===== config.mk =====
export PLATFORM = sky130hd
export DESIGN_NAME = conv_coeff_sequencer
export DESIGN_NICKNAME = d
export VERILOG_FILES = /design/src/rtl/conv_pkg.sv /design/src/rtl/coeff_bank.sv /design/src/rtl/conv_coeff_sequencer.sv
export SDC_FILE = /design/constraint.sdc
export NUM_CORES = 1
export LEC_CHECK = 0
export BUFFER_PORTS_ARGS = -buffer_cell sky130_fd_sc_hd__buf_2
export CORE_UTILIZATION = 40
export DETAILED_ROUTE_END_ITERATION = 7
export HOLD_SLACK_MARGIN = 0.06
export PLACE_DENSITY = 0.52
export RECOVER_POWER = 50
export SLEW_MARGIN = 20
export SYNTH_ARGS = -nofsm -noshare
export SYNTH_HDL_FRONTEND = slang
export SYNTH_SLANG_ARGS = --single-unit

===== constraint.sdc =====
create_clock -name clk -period 4.6 [get_ports clk]
set_clock_uncertainty 0.15 [all_clocks]
set_input_delay 0.92 -clock clk [delete_from_list [all_inputs] [get_ports clk]]
set_output_delay 0.92 -clock clk [all_outputs]
set_load 0.1 [all_outputs]

===== src/rtl/conv_pkg.sv =====
// Shared constants and helpers for the convolution coefficient sequencer.
package conv_pkg;

  localparam int NCOEFF  = 25;
  localparam int COEFF_W = 16;
  localparam int IDX_W   = $clog2(NCOEFF);

  // 1.0 in signed s7.8
  localparam logic [COEFF_W-1:0] COEFF_ONE = 16'h0100;

  // Index bounds pre-sized to the index width for clean comparisons
  localparam logic [IDX_W-1:0] IDX_END  = IDX_W'(NCOEFF);
  localparam logic [IDX_W-1:0] IDX_LAST = IDX_W'(NCOEFF - 1);

  typedef enum logic {
    ST_IDLE = 1'b0,
    ST_PEND = 1'b1
  } cfg_state_t;

  // Identity kernel: unity weight on the centre tap, zero elsewhere
  function automatic logic [COEFF_W-1:0] identity_coeff(input int idx);
    return (idx == NCOEFF / 2) ? COEFF_ONE : '0;
  endfunction

endpackage


===== src/rtl/coeff_bank.sv =====
// Two-bank coefficient register file: one synchronous write port, one
// combinational read port, both banks reset to the identity kernel.
module coeff_bank
  import conv_pkg::*;
(
  input  logic               clk,
  input  logic               rst,
  input  logic               we,
  input  logic               wr_bank,
  input  logic [IDX_W-1:0]   wr_addr,
  input  logic [COEFF_W-1:0] wr_data,
  input  logic               rd_bank,
  input  logic [IDX_W-1:0]   rd_addr,
  output logic [COEFF_W-1:0] rd_data
);

  logic [COEFF_W-1:0] mem [2][NCOEFF];

  // Write port; out-of-range addresses are dropped here as a second guard
  always_ff @(posedge clk) begin
    if (rst) begin
      for (int b = 0; b < 2; b++) begin
        for (int i = 0; i < NCOEFF; i++) begin
          mem[b][i] <= identity_coeff(i);
        end
      end
    end else if (we && (wr_addr < IDX_END)) begin
      mem[wr_bank][wr_addr] <= wr_data;
    end
  end

  // Zero-latency read so the streamed tap lines up with the index counter
  always_comb begin
    rd_data = '0;
    if (rd_addr < IDX_END) begin
      rd_data = mem[rd_bank][rd_addr];
    end
  end

endmodule


===== src/rtl/conv_coeff_sequencer.sv =====
// Streams the active 5x5 kernel to the convolution datapath during the
// vs_i window, while the host edits the shadow bank and commits swaps
// that only take effect outside the window.
module conv_coeff_sequencer
  import conv_pkg::*;
(
  input  logic               clk,
  input  logic               rst,
  input  logic               vs_i,
  input  logic               cfg_we,
  input  logic [IDX_W-1:0]   cfg_addr,
  input  logic [COEFF_W-1:0] cfg_data,
  input  logic               cfg_commit,
  input  logic               cfg_err_clr,
  output logic               cfg_ready,
  output logic               cfg_err,
  output logic [COEFF_W-1:0] coeff_o,
  output logic [IDX_W-1:0]   coeff_idx_o,
  output logic               load_done_o,
  output logic               active_bank_o,
  output logic [15:0]        frame_cnt_o
);

  cfg_state_t         state_reg;
  logic               cfg_ready_reg;
  logic               cfg_err_reg;
  logic               active_reg;
  logic [IDX_W-1:0]   idx_reg;
  logic               load_done_reg;
  logic [15:0]        frame_cnt_reg;
  logic [COEFF_W-1:0] rd_data;

  logic addr_ok;
  logic wr_ok;
  logic wr_bad;
  logic commit_ok;

  assign addr_ok   = (cfg_addr < IDX_END);
  assign wr_ok     = cfg_we & cfg_ready_reg & addr_ok;
  assign wr_bad    = cfg_we & ~(cfg_ready_reg & addr_ok);
  assign commit_ok = cfg_commit & cfg_ready_reg;

  // Host writes always target the bank not being streamed
  coeff_bank u_bank (
    .clk     (clk),
    .rst     (rst),
    .we      (wr_ok),
    .wr_bank (~active_reg),
    .wr_addr (cfg_addr),
    .wr_data (cfg_data),
    .rd_bank (active_reg),
    .rd_addr (idx_reg),
    .rd_data (rd_data)
  );

  // Tap index: cleared outside the window, counts up inside it and parks
  // one past the last tap; the step onto the park value marks a full load
  always_ff @(posedge clk) begin
    if (rst) begin
      idx_reg       <= '0;
      load_done_reg <= 1'b0;
      frame_cnt_reg <= '0;
    end else begin
      load_done_reg <= 1'b0;
      if (!vs_i) begin
        idx_reg <= '0;
      end else if (idx_reg != IDX_END) begin
        idx_reg <= idx_reg + 1'b1;
        if (idx_reg == IDX_LAST) begin
          load_done_reg <= 1'b1;
          frame_cnt_reg <= frame_cnt_reg + 16'd1;
        end
      end
    end
  end

  // Commit/swap FSM: a commit is registered first, then the swap waits for
  // the window to close so a frame never mixes two kernels
  always_ff @(posedge clk) begin
    if (rst) begin
      state_reg     <= ST_IDLE;
      cfg_ready_reg <= 1'b1;
      active_reg    <= 1'b0;
    end else begin
      case (state_reg)
        ST_IDLE: begin
          if (commit_ok) begin
            state_reg     <= ST_PEND;
            cfg_ready_reg <= 1'b0;
          end
        end
        ST_PEND: begin
          if (!vs_i) begin
            state_reg     <= ST_IDLE;
            cfg_ready_reg <= 1'b1;
            active_reg    <= ~active_reg;
          end
        end
        default: begin
          state_reg     <= ST_IDLE;
          cfg_ready_reg <= 1'b1;
        end
      endcase
    end
  end

  // Sticky error for rejected writes; an explicit clear takes priority
  always_ff @(posedge clk) begin
    if (rst) begin
      cfg_err_reg <= 1'b0;
    end else if (cfg_err_clr) begin
      cfg_err_reg <= 1'b0;
    end else if (wr_bad) begin
      cfg_err_reg <= 1'b1;
    end
  end

  // Past the last tap the datapath sees zero
  always_comb begin
    coeff_o = '0;
    if (idx_reg < IDX_END) begin
      coeff_o = rd_data;
    end
  end

  assign coeff_idx_o   = idx_reg;
  assign load_done_o   = load_done_reg;
  assign frame_cnt_o   = frame_cnt_reg;
  assign active_bank_o = active_reg;
  assign cfg_ready     = cfg_ready_reg;
  assign cfg_err       = cfg_err_reg;

endmodule


==> results_dict.tcl, run 1 <==
set metrics [dict create \
    syn_area_per_cell_um2 16.5 \
    power.density_nw_per_um2 429 \
    drcViolationCount 0 \
    antenna_found_initial 6 \
    firstDrtPassIters 5 \
    vdd_drop_max_mv 0.282 \
    yosys_warnings 0 \
    reg2reg_depth 5 \
    rsz0062_at_grt "no" \
    cp_common_cell "buf_4" \
    cp-end-kind "output port" \
    timing.rr.start "cfg_ready" \
    min_period_ns 4.57 \
    die_h_um 295 \
    grt_pass1_wl_um 158000 \
    via_count 20600 \
    antenna_left 0 \
    layout_commonest_cell "edfxtp_1" \
    cp.required_ns 3.53 \
    maxSlewViolCount 51 \
    setup_tns_ns 0 \
    path_max_fanout 27 \
    worstHoldPathCells 2 \
    synth_edf_count 800 \
    clock_latency_ns 0.64 \
    finalSetupViolCount 0 \
    total_power_w 0.0172 \
    cts.sinks 827 \
    ctsHtreeMaxLevel 3 \
    synth.distinct_cells 50 \
    synth_top_area_cell "edfxtp_1" \
    regMostFlops "u_bank.mem" \
    intPower_w 0.0131 \
    wl_um 113000 \
    syn_inst 2089 \
    gp_congestion 0.855 \
    dieArea_um2 87100 \
    synth_seq_cells 827 \
    hold_end "cfg_err" \
    coreArea_um2 85100 \
    period_share_pct 99.4 \
    start_util_pct 40.4 \
    r2r_slack_ns 0.95 \
    syn_area_um2 34400 \
    final_cell_mix "edfxtp_1, nor2_1, mux4_2" \
    power_switching_w 0.00404 \
    path_cells "buf_4, buf_4, mux2i_1, o22ai_1, o32ai_1, a21oi_2, buf_2" \
    grt_max_degree 51 \
    synthFlopType "edfxtp_1" \
    synth_top_area_share_pct 69.9 \
    critical_path.max_stage_delay_ns 0.68 \
    drive_gt1_share_pct 24.3 \
    combPwrFrac_pct 8.5 \
    async_flop_share_pct 0 \
    p_clk_share_pct 40.0 \
    grt_pass1_vias 20500 \
    tritoncts "built" \
    fmax_mhz 219 \
    root_buffer "clkbuf_16" \
    critical_path_arrival_ns 3.50 \
    synthTopCellsByArea "edfxtp_1, mux4_2, nor2_1" \
    min-delay-start "cfg_err" \
    max_slew_margin_pct -76.5 \
    grt_usage_pct 26.1 \
    p_leak_nw 13.5 \
    slowest_stage "dfxtp_4" \
    seqPwrFrac_pct 51.4 \
    dp_hpwl_um 71900 \
    viasPerCell 5.88 \
    cp-start-kind "flop" \
    violations "max-capacitance violations, max-slew violations" \
    hold_path_class "flop to flop" \
    crit_type "flop to output port" \
    final_nets 2326 \
    hold_buffers 0 \
    clkTransAtPathRegs_ns 0.06 \
    largest_reg_flops 800 \
    drt_iter0_markers 2502 \
    r2r_end "u_bank.mem[1][44]" \
    drv_cap 1 \
    areaGrowthSynthToFinish_pct 16.4 \
    outcome "finished, violations left" \
    syn_nets 2120 \
    std_cell_rows 107 \
    numCtsBuffers 88 \
    wl_per_cell_um 32.1 \
    hold_viol 0 \
    final_cell_area_um2 40000 \
    numPortBuffers 67 \
    p_sw_share_pct 23.5 \
    place_area_um2 37500 \
    io_pins 68 \
    cts.path.max_buffers 3 \
    grt.overflow.total 0 \
    ys_seq_area_share_pct 71.5 \
    fp.dieW_um 295 \
    worst_slew_pin_slew_ns 2.65 \
]
[worst max-delay path by stage]
stage | to | slack, ns | start | depth (start not counted)
final | coeff_o[1] | 0.03 | coeff_idx_o[2] | 7
after global routing | coeff_o[14] | 0.008 | coeff_idx_o[1] | 7
after CTS | coeff_o[2] | 0.04 | flop | 9
after detailed placement | coeff_o[13] | 0.53 | flop | 9
after global placement | coeff_o[13] | 0.51 | flop | 9
after floorplan | coeff_o[5] | 0.12 | coeff_idx_o[0] | 8
[logic make-up (layout without fill, tap and decap cells)]
logic type / count (synthesis) / count (layout) / synth area share [%]
AOI/OAI and AO/OA: 124 / 124 / 2.32
adders and majority gates: 4 / 4 / 0.146
xor gates and xnor gates: 15 / 15 / 0.382
muxes: 266 / 266 / 15.1
other: 0 / 1 / 0
and+or+nand+nor: 675 / 675 / 8.13
buffers and inverters: 178 / 454 / 2.41
DFF: 827 / 827 / 71.5
[repair_timing]
action                     CTS  global route
gates cloned                 0             1
setup endpoints to repair    8             7
gates resized for setup      3             6
setup buffers                4             0
[worst max-delay path: cells and delay by family, from the launching register on]
family | cells | cell delay (ns)
flops | 1 | 0.68
buf+inv | 3 | 1.14
mux | 1 | 0.13
compound gates | 3 | 0.89
[metrics by stage]
stage / hold slack (ns) / worst slack (ns) / instances / utilization [%]
final: 0.372 / 0.0276 / 3510 / 47.0
after global routing: 0.412 / 0.00782 / 3509 / 47.0
after CTS: 0.376 / 0.0369 / 3508 / 47.3
after detailed placement: 0.361 / 0.535 / 3344 / 44.0
after global placement: 0.347 / 0.510 / 3344 / 44.0
after floorplan: 0.342 / 0.124 / 2089 / -
[power groups by stage]
stage          combinational (W)  clock, W  sequential, W
3_3_place_gp             0.00147         0        0.00895
4_1_cts                  0.00149   0.00696        0.00882
3_5_place_dp             0.00147         0        0.00898
5_1_grt                  0.00152   0.00722        0.00885
2_1_floorplan           0.000802         0        0.00894
6_report                 0.00146   0.00687        0.00882
[per-layer routing]
metal / vias to the layer above / share of wire (%) / global-route usage (%)
met1: 11000 / 43 / 37.9
met5: - / 0.012 / 0
li1: 8408 / - / -
met4: 2 / 2.9 / 7.92
met2: 1040 / 45 / 39.9
met3: 171 / 8.9 / 5.24
[cell usage after synthesis, types with 4 or more instances]
master,count
a211oi_1,6
a21oi_1,49
a311oi_1,6
a31oi_1,5
and2_1,9
and3b_1,4
buf_1,8
buf_2,27
buf_4,15
buf_6,5
clkbuf_1,98
dfxtp_1,27
edfxtp_1,800
ha_1,4
inv_1,22
mux2i_1,61
mux4_2,203
nand2_1,118
nand2b_1,29
nand3_1,8
nand4_1,12
nor2_1,451
nor2b_1,7
nor3_1,16
nor3b_1,5
o21ai_0,20
o221ai_1,12
o22ai_1,8
o32a_1,6
or3_1,7
xnor2_1,10
xor2_1,5
[final cells by class]
cell class | count | area [µm²]
Timing Repair Buffer | 271 | 2090
Fill cell | 7468 | 45100
Clock inverter | 45 | 380
Inverter | 23 | 86.3
Tap cell | 1144 | 1430
Antenna cell | 1 | 2.50
Clock buffer | 115 | 2360
Sequential cell | 827 | 24600
Multi-Input combinational cell | 1084 | 9090
No activity file was read; power rests on OpenSTA's default activity.
==> run 2: changes to the inputs <==
Settings changed: BUFFER_PORTS_ARGS -buffer_cell sky130_fd_sc_hd__buf_2 to default, CAP_MARGIN from default to 20, CORE_UTILIZATION 40 to 60, DONT_BUFFER_PORTS from default to 1, PLACE_DENSITY 0.52 to 0.73.
==> run 2 against run 1 <==
Global-route usage grew 9.0 points. Cell area shrank 2.7%. Sequential cell count is the same. Clock power shrank 2%. Setup slack lost 0.0054 ns. Routed wire length shrank 12%. The run now ends clean. Total power shrank 1.5%. Critical endpoint is now coeff_o[3]. Sequential power is essentially flat. Combinational power shrank 7%. Largest power group unchanged. Non-clock buffer count shrank 77. Cell count shrank 14%.
==> results_dict.tcl, run 2 (synthesized netlist as in run 1, its figures left out) <==
set metrics [dict create \
    fmax_mhz 218 \
    drive_gt1_share_pct 22.8 \
    areaGrowthSynthToFinish_pct 13.3 \
    total_power_w 0.0169 \
    grt_pass1_wl_um 141000 \
    drv_cap 0 \
    dieArea_um2 58200 \
    coreArea_um2 56500 \
    worst_slew_pin_slew_ns 1.45 \
    grt_max_degree 61 \
    cp-start-kind "flop" \
    place_area_um2 36500 \
    numPortBuffers 0 \
    antenna_left 0 \
    die_h_um 241 \
    gp_congestion 0.943 \
    wl_um 99200 \
    crit_type "flop to output port" \
    io_pins 68 \
    final_cell_mix "edfxtp_1, nor2_1, mux4_2" \
    fp.dieW_um 241 \
    period_share_pct 99.5 \
    outcome "complete, no violations" \
    root_buffer "clkbuf_16" \
    wl_per_cell_um 32.7 \
    firstDrtPassIters 6 \
    path_max_fanout 33 \
    min_period_ns 4.58 \
    hold_viol 0 \
    via_count 20600 \
    clkTransAtPathRegs_ns 0.06 \
    cts.sinks 827 \
    ctsHtreeMaxLevel 3 \
    cp.required_ns 3.53 \
    rsz0062_at_grt "no" \
    place_inst 2883 \
    path_cells "inv_2, buf_4, mux2i_1, o311ai_0, o221a_1, buf_12" \
    critical_path.max_stage_delay_ns 0.68 \
    hold_buffers 0 \
    cp_top_family "compound AO/OA/AOI/OAI gates" \
    largest_reg_flops 800 \
    drt_iter0_markers 3066 \
    maxSlewViolCount 0 \
    final_cell_area_um2 38900 \
    grt_pass1_vias 20200 \
    grt.overflow.total 0 \
    slowest_stage "o311ai_0" \
    antenna_cells 0 \
    start_util_pct 60.8 \
    std_cell_rows 87 \
    clock_latency_ns 0.63 \
    finalSetupViolCount 0 \
    hold_ws_ns 0.209 \
    worst-path-buf-inv 3 \
    regMostFlops "u_bank.mem" \
    critical_path_arrival_ns 3.51 \
    cp-end-kind "output port" \
    grt_usage_pct 35.1 \
    viasPerCell 6.78 \
    fin_cells 3032 \
    final_nets 2244 \
    setup_tns_ns 0 \
    p_leak_nw 13.2 \
    layout_commonest_cell "edfxtp_1" \
    drcViolationCount 0 \
    tritoncts "built" \
    max_slew_margin_pct 3.55 \
    antenna_found_initial 0 \
    power.density_nw_per_um2 434 \
    vdd_drop_max_mv 0.333 \
    numCtsBuffers 83 \
    dp_hpwl_um 62000 \
    hold_path_class "primary input to flop" \
    cts.path.max_buffers 3 \
    nFillCells 3579 \
]
run 2: cell types whose count changed in the layout (fill, tap and decap cells not counted), moves of 4 or more:
cell	change
clkbuf_16	-6
clkinvlp_4	+5
a21oi_2	+4
buf_12	-6
clkbuf_2	+7
a21oi_1	-4
clkbuf_1	-31
buf_4	-20
buf_2	-38
run 2: final cells by class:
cell class                 count  area [µm²]  share of cell area [%]
inverter                      23        86.3                   0.222
clock buffer                  98        2200                    5.64
sequential                   827       24600                    63.1
tap                          756         946                    2.43
clock inverter                50         489                    1.26
timing repair buffer         194        1540                    3.96
multi-input combinational   1084        9100                    23.4
run 2: worst reg2reg max path, delay by kind of cell (launching register included):
family | cells | cell delay (ns)
flops | 1 | 0.31
simple gates | 2 | 1.10
buf+inv | 5 | 2.55
run 2: final timing paths:
| path | start | to | depth (start not counted) | slack (ns) |
|---|---|---|---|---|
| worst min register to register | state_reg | state_reg | 2 | 0.39 |
| worst max-delay path | coeff_idx_o[1] | coeff_o[3] | 6 | 0.02 |
| worst min-delay path | cfg_err_clr | cfg_err | 1 | 0.21 |
| worst max register to register | cfg_ready | u_bank.mem[1][301] | 7 | 0.15 |
run 2: through the flow:
stage               utilization (%)  setup slack, ns
floorplan                         -            0.124
global placement               64.6            0.630
detailed placement             64.6            0.633
CTS                            69.4           0.0457
global route                   68.9           0.0207
finish                         68.9           0.0222
run 2: routing by layer:
| layer | global-route usage (%) | wire length, µm |
|---|---|---|
| met1 | 46.9 | 34900 |
| met2 | 51.5 | 44800 |
| met3 | 11.9 | 13900 |
| met4 | 18.7 | 5520 |
| met5 | 0 | 0 |
run 2: repair_timing:
action	4_1_cts	5_1_grt
buffers inserted	1	0
gates resized for setup	1	1
endpoints found under the setup margin	2	2
hold endpoints to repair	0	0
cloned	0	0
run 2: power breakdown:
| group | switching, W | internal (W) |
|---|---|---|
| sequential | 0.000134 | 0.00870 |
| combinational | 0.000909 | 0.000450 |
| clock | 0.00284 | 0.00386 |
==> run 3: changes to the inputs <==
Settings changed: CORE_ASPECT_RATIO from default to 1.5.
==> run 3 against run 2 <==
The flow now finishes with violations (max-capacitance violations, max-slew violations, negative setup slack). Setup slack got worse by 0.030 ns. Routed wire length increased by 3.5%. Global-route usage is 1.1 points higher. Worst hold slack worse by 0.0034 ns. Non-clock buffer count down 10. Sequential share of layout area grew 0.61 points. Clock power decreased by 6.4%. Register-to-register slack got worse by 0.10 ns. Via count increased by 0.98%. Maximum frequency decreased by 0.65%. Critical path type unchanged. Largest power group unchanged.
==> results_dict.tcl, run 3 (synthesized netlist as in run 1, its figures left out) <==
set metrics [dict create \
    startpoint "coeff_idx_o[1]" \
    gp_congestion 0.946 \
    setup_ws_ns -0.00760 \
    outcome "finished, violations left" \
    layout_commonest_cell "edfxtp_1" \
    largest_reg_flops 800 \
    final_nets 2226 \
    areaGrowthSynthToFinish_pct 12.2 \
    clkTransAtPathRegs_ns 0.06 \
    grt.overflow.total 0 \
    hold_ws_ns 0.205 \
    r2r_slack_ns 0.05 \
    numCtsBuffers 75 \
    wl_um 103000 \
    grt_pass1_wl_um 145000 \
    place_area_um2 36300 \
    antenna_left 0 \
    drive_gt1_share_pct 22.1 \
    worst_slew_pin_slew_ns 2.10 \
    cp.required_ns 3.53 \
    drt_iter0_markers 2849 \
    max_slew_margin_pct -39.9 \
    grt_pass1_vias 21000 \
    fin_cells 3017 \
    wl_per_cell_um 34.0 \
    cp-start-kind "flop" \
    power.density_nw_per_um2 426 \
    hold_path_class "primary input to flop" \
    min-delay-start "cfg_err_clr" \
    hold_end "cfg_err" \
    root_buffer "clkbuf_16" \
    drcViolationCount 0 \
    cts.path.max_buffers 3 \
    start_util_pct 60.7 \
    die_h_um 295 \
    p_leak_nw 13.0 \
    fp.dieW_um 197 \
    vdd_drop_max_mv 0.337 \
    cp-end-kind "output port" \
    crit_type "flop to output port" \
    numPortBuffers 0 \
    reg2reg_depth 6 \
    path_max_fanout 29 \
    min_period_ns 4.61 \
    drv_cap 3 \
    regMostFlops "u_bank.mem" \
    cts.sinks 827 \
    std_cell_rows 107 \
    hold_viol 0 \
    dieArea_um2 58300 \
    rsz0062_at_grt "no" \
    dp_hpwl_um 64800 \
    clock_latency_ns 0.63 \
    period_share_pct 100 \
    violations "max-capacitance violations, max-slew violations, negative setup slack" \
    viasPerCell 6.88 \
    firstDrtPassIters 6 \
    via_count 20800 \
    final_cell_mix "edfxtp_1, nor2_1, mux4_2" \
    timing.rr.start "cfg_ready" \
    io_pins 68 \
    total_power_w 0.0164 \
    maxSlewViolCount 49 \
    worstHoldPathCells 1 \
    final_cell_area_um2 38600 \
    antenna_found_initial 7 \
    critical_path_arrival_ns 3.54 \
    grt_usage_pct 36.3 \
    grt_max_degree 56 \
    finalSetupViolCount 2 \
    setup_tns_ns -0.0107 \
    hold_buffers 0 \
    tritoncts "built" \
    r2r_end "u_bank.mem[1][92]" \
    ctsHtreeMaxLevel 3 \
    place_inst 2878 \
    fmax_mhz 217 \
    nFillCells 3681 \
    coreArea_um2 56600 \
]
==> run 3: cell types whose count changed in the layout (fill, tap and decap cells not counted), sizes merged <==
cell          previous run  this run
clkbuf                 166       155
buf                    125       118
clkinvlp                 8         4
clkinv                  32        35
bufinv                   8         6
diode                    0         2
inv                     25        23
dlymetal6s4s             1         0
==> run 3: worst max-delay path, stage by stage (launching register included) <==
cell,delay [ns]
dfxtp_4,0.68
inv_1,0.38
and2_1,0.25
a211oi_1,0.60
a311oi_1,0.23
o32a_1,0.45
buf_4,0.25
==> run 3: area by class of cell <==
class	count	area, µm²	area share [%]
sequential	827	24600	63.7
multi-input combinational	1084	9130	23.7
clock buffer	89	2060	5.33
timing repair buffer	184	1380	3.58
tap	763	955	2.48
clock inverter	45	372	0.964
inverter	23	86.3	0.224
antenna	2	5.00	0.0130
==> run 3: how the worst max path moves through the flow <==
| stage | end | slack [ns] | cells past startpoint |
|---|---|---|---|
| after floorplan | coeff_o[5] | 0.12 | 8 |
| after global placement | coeff_o[11] | 0.63 | 7 |
| after detailed placement | coeff_o[9] | 0.64 | 8 |
| after CTS | coeff_o[1] | 0.03 | 6 |
| after global routing | coeff_o[11] | 0.002 | 7 |
| final | coeff_o[2] | -0.008 | 6 |
==> run 3: routing by layer <==
layer	global-route usage (%)	wire length, µm	vias up
li1	-	-	8185
met2	57.7	49400	1661
met5	0	14	-
met3	7.78	11900	384
met4	26.5	8850	2
met1	44.1	32400	10500
==> run 3: power breakdown <==
part | leakage [nW] | switching, W | internal [W]
logic | 3.33 | 0.000911 | 0.000420
clock network | 1.19 | 0.00274 | 0.00353
registers | 8.46 | 0.000139 | 0.00870
==> run 3: stage by stage <==
stage | setup slack (ns) | util [%]
floorplan | 0.124 | -
global placement | 0.633 | 64.1
detailed placement | 0.643 | 64.1
CTS | 0.0324 | 68.5
global route | 0.00176 | 68.1
finish | -0.00760 | 68.1
==> run 3: what timing repair did <==
item | 4_1_cts | 5_1_grt
endpoints found under the setup margin | 6 | 2
setup buffers | 3 | 0
resized for setup | 4 | 2
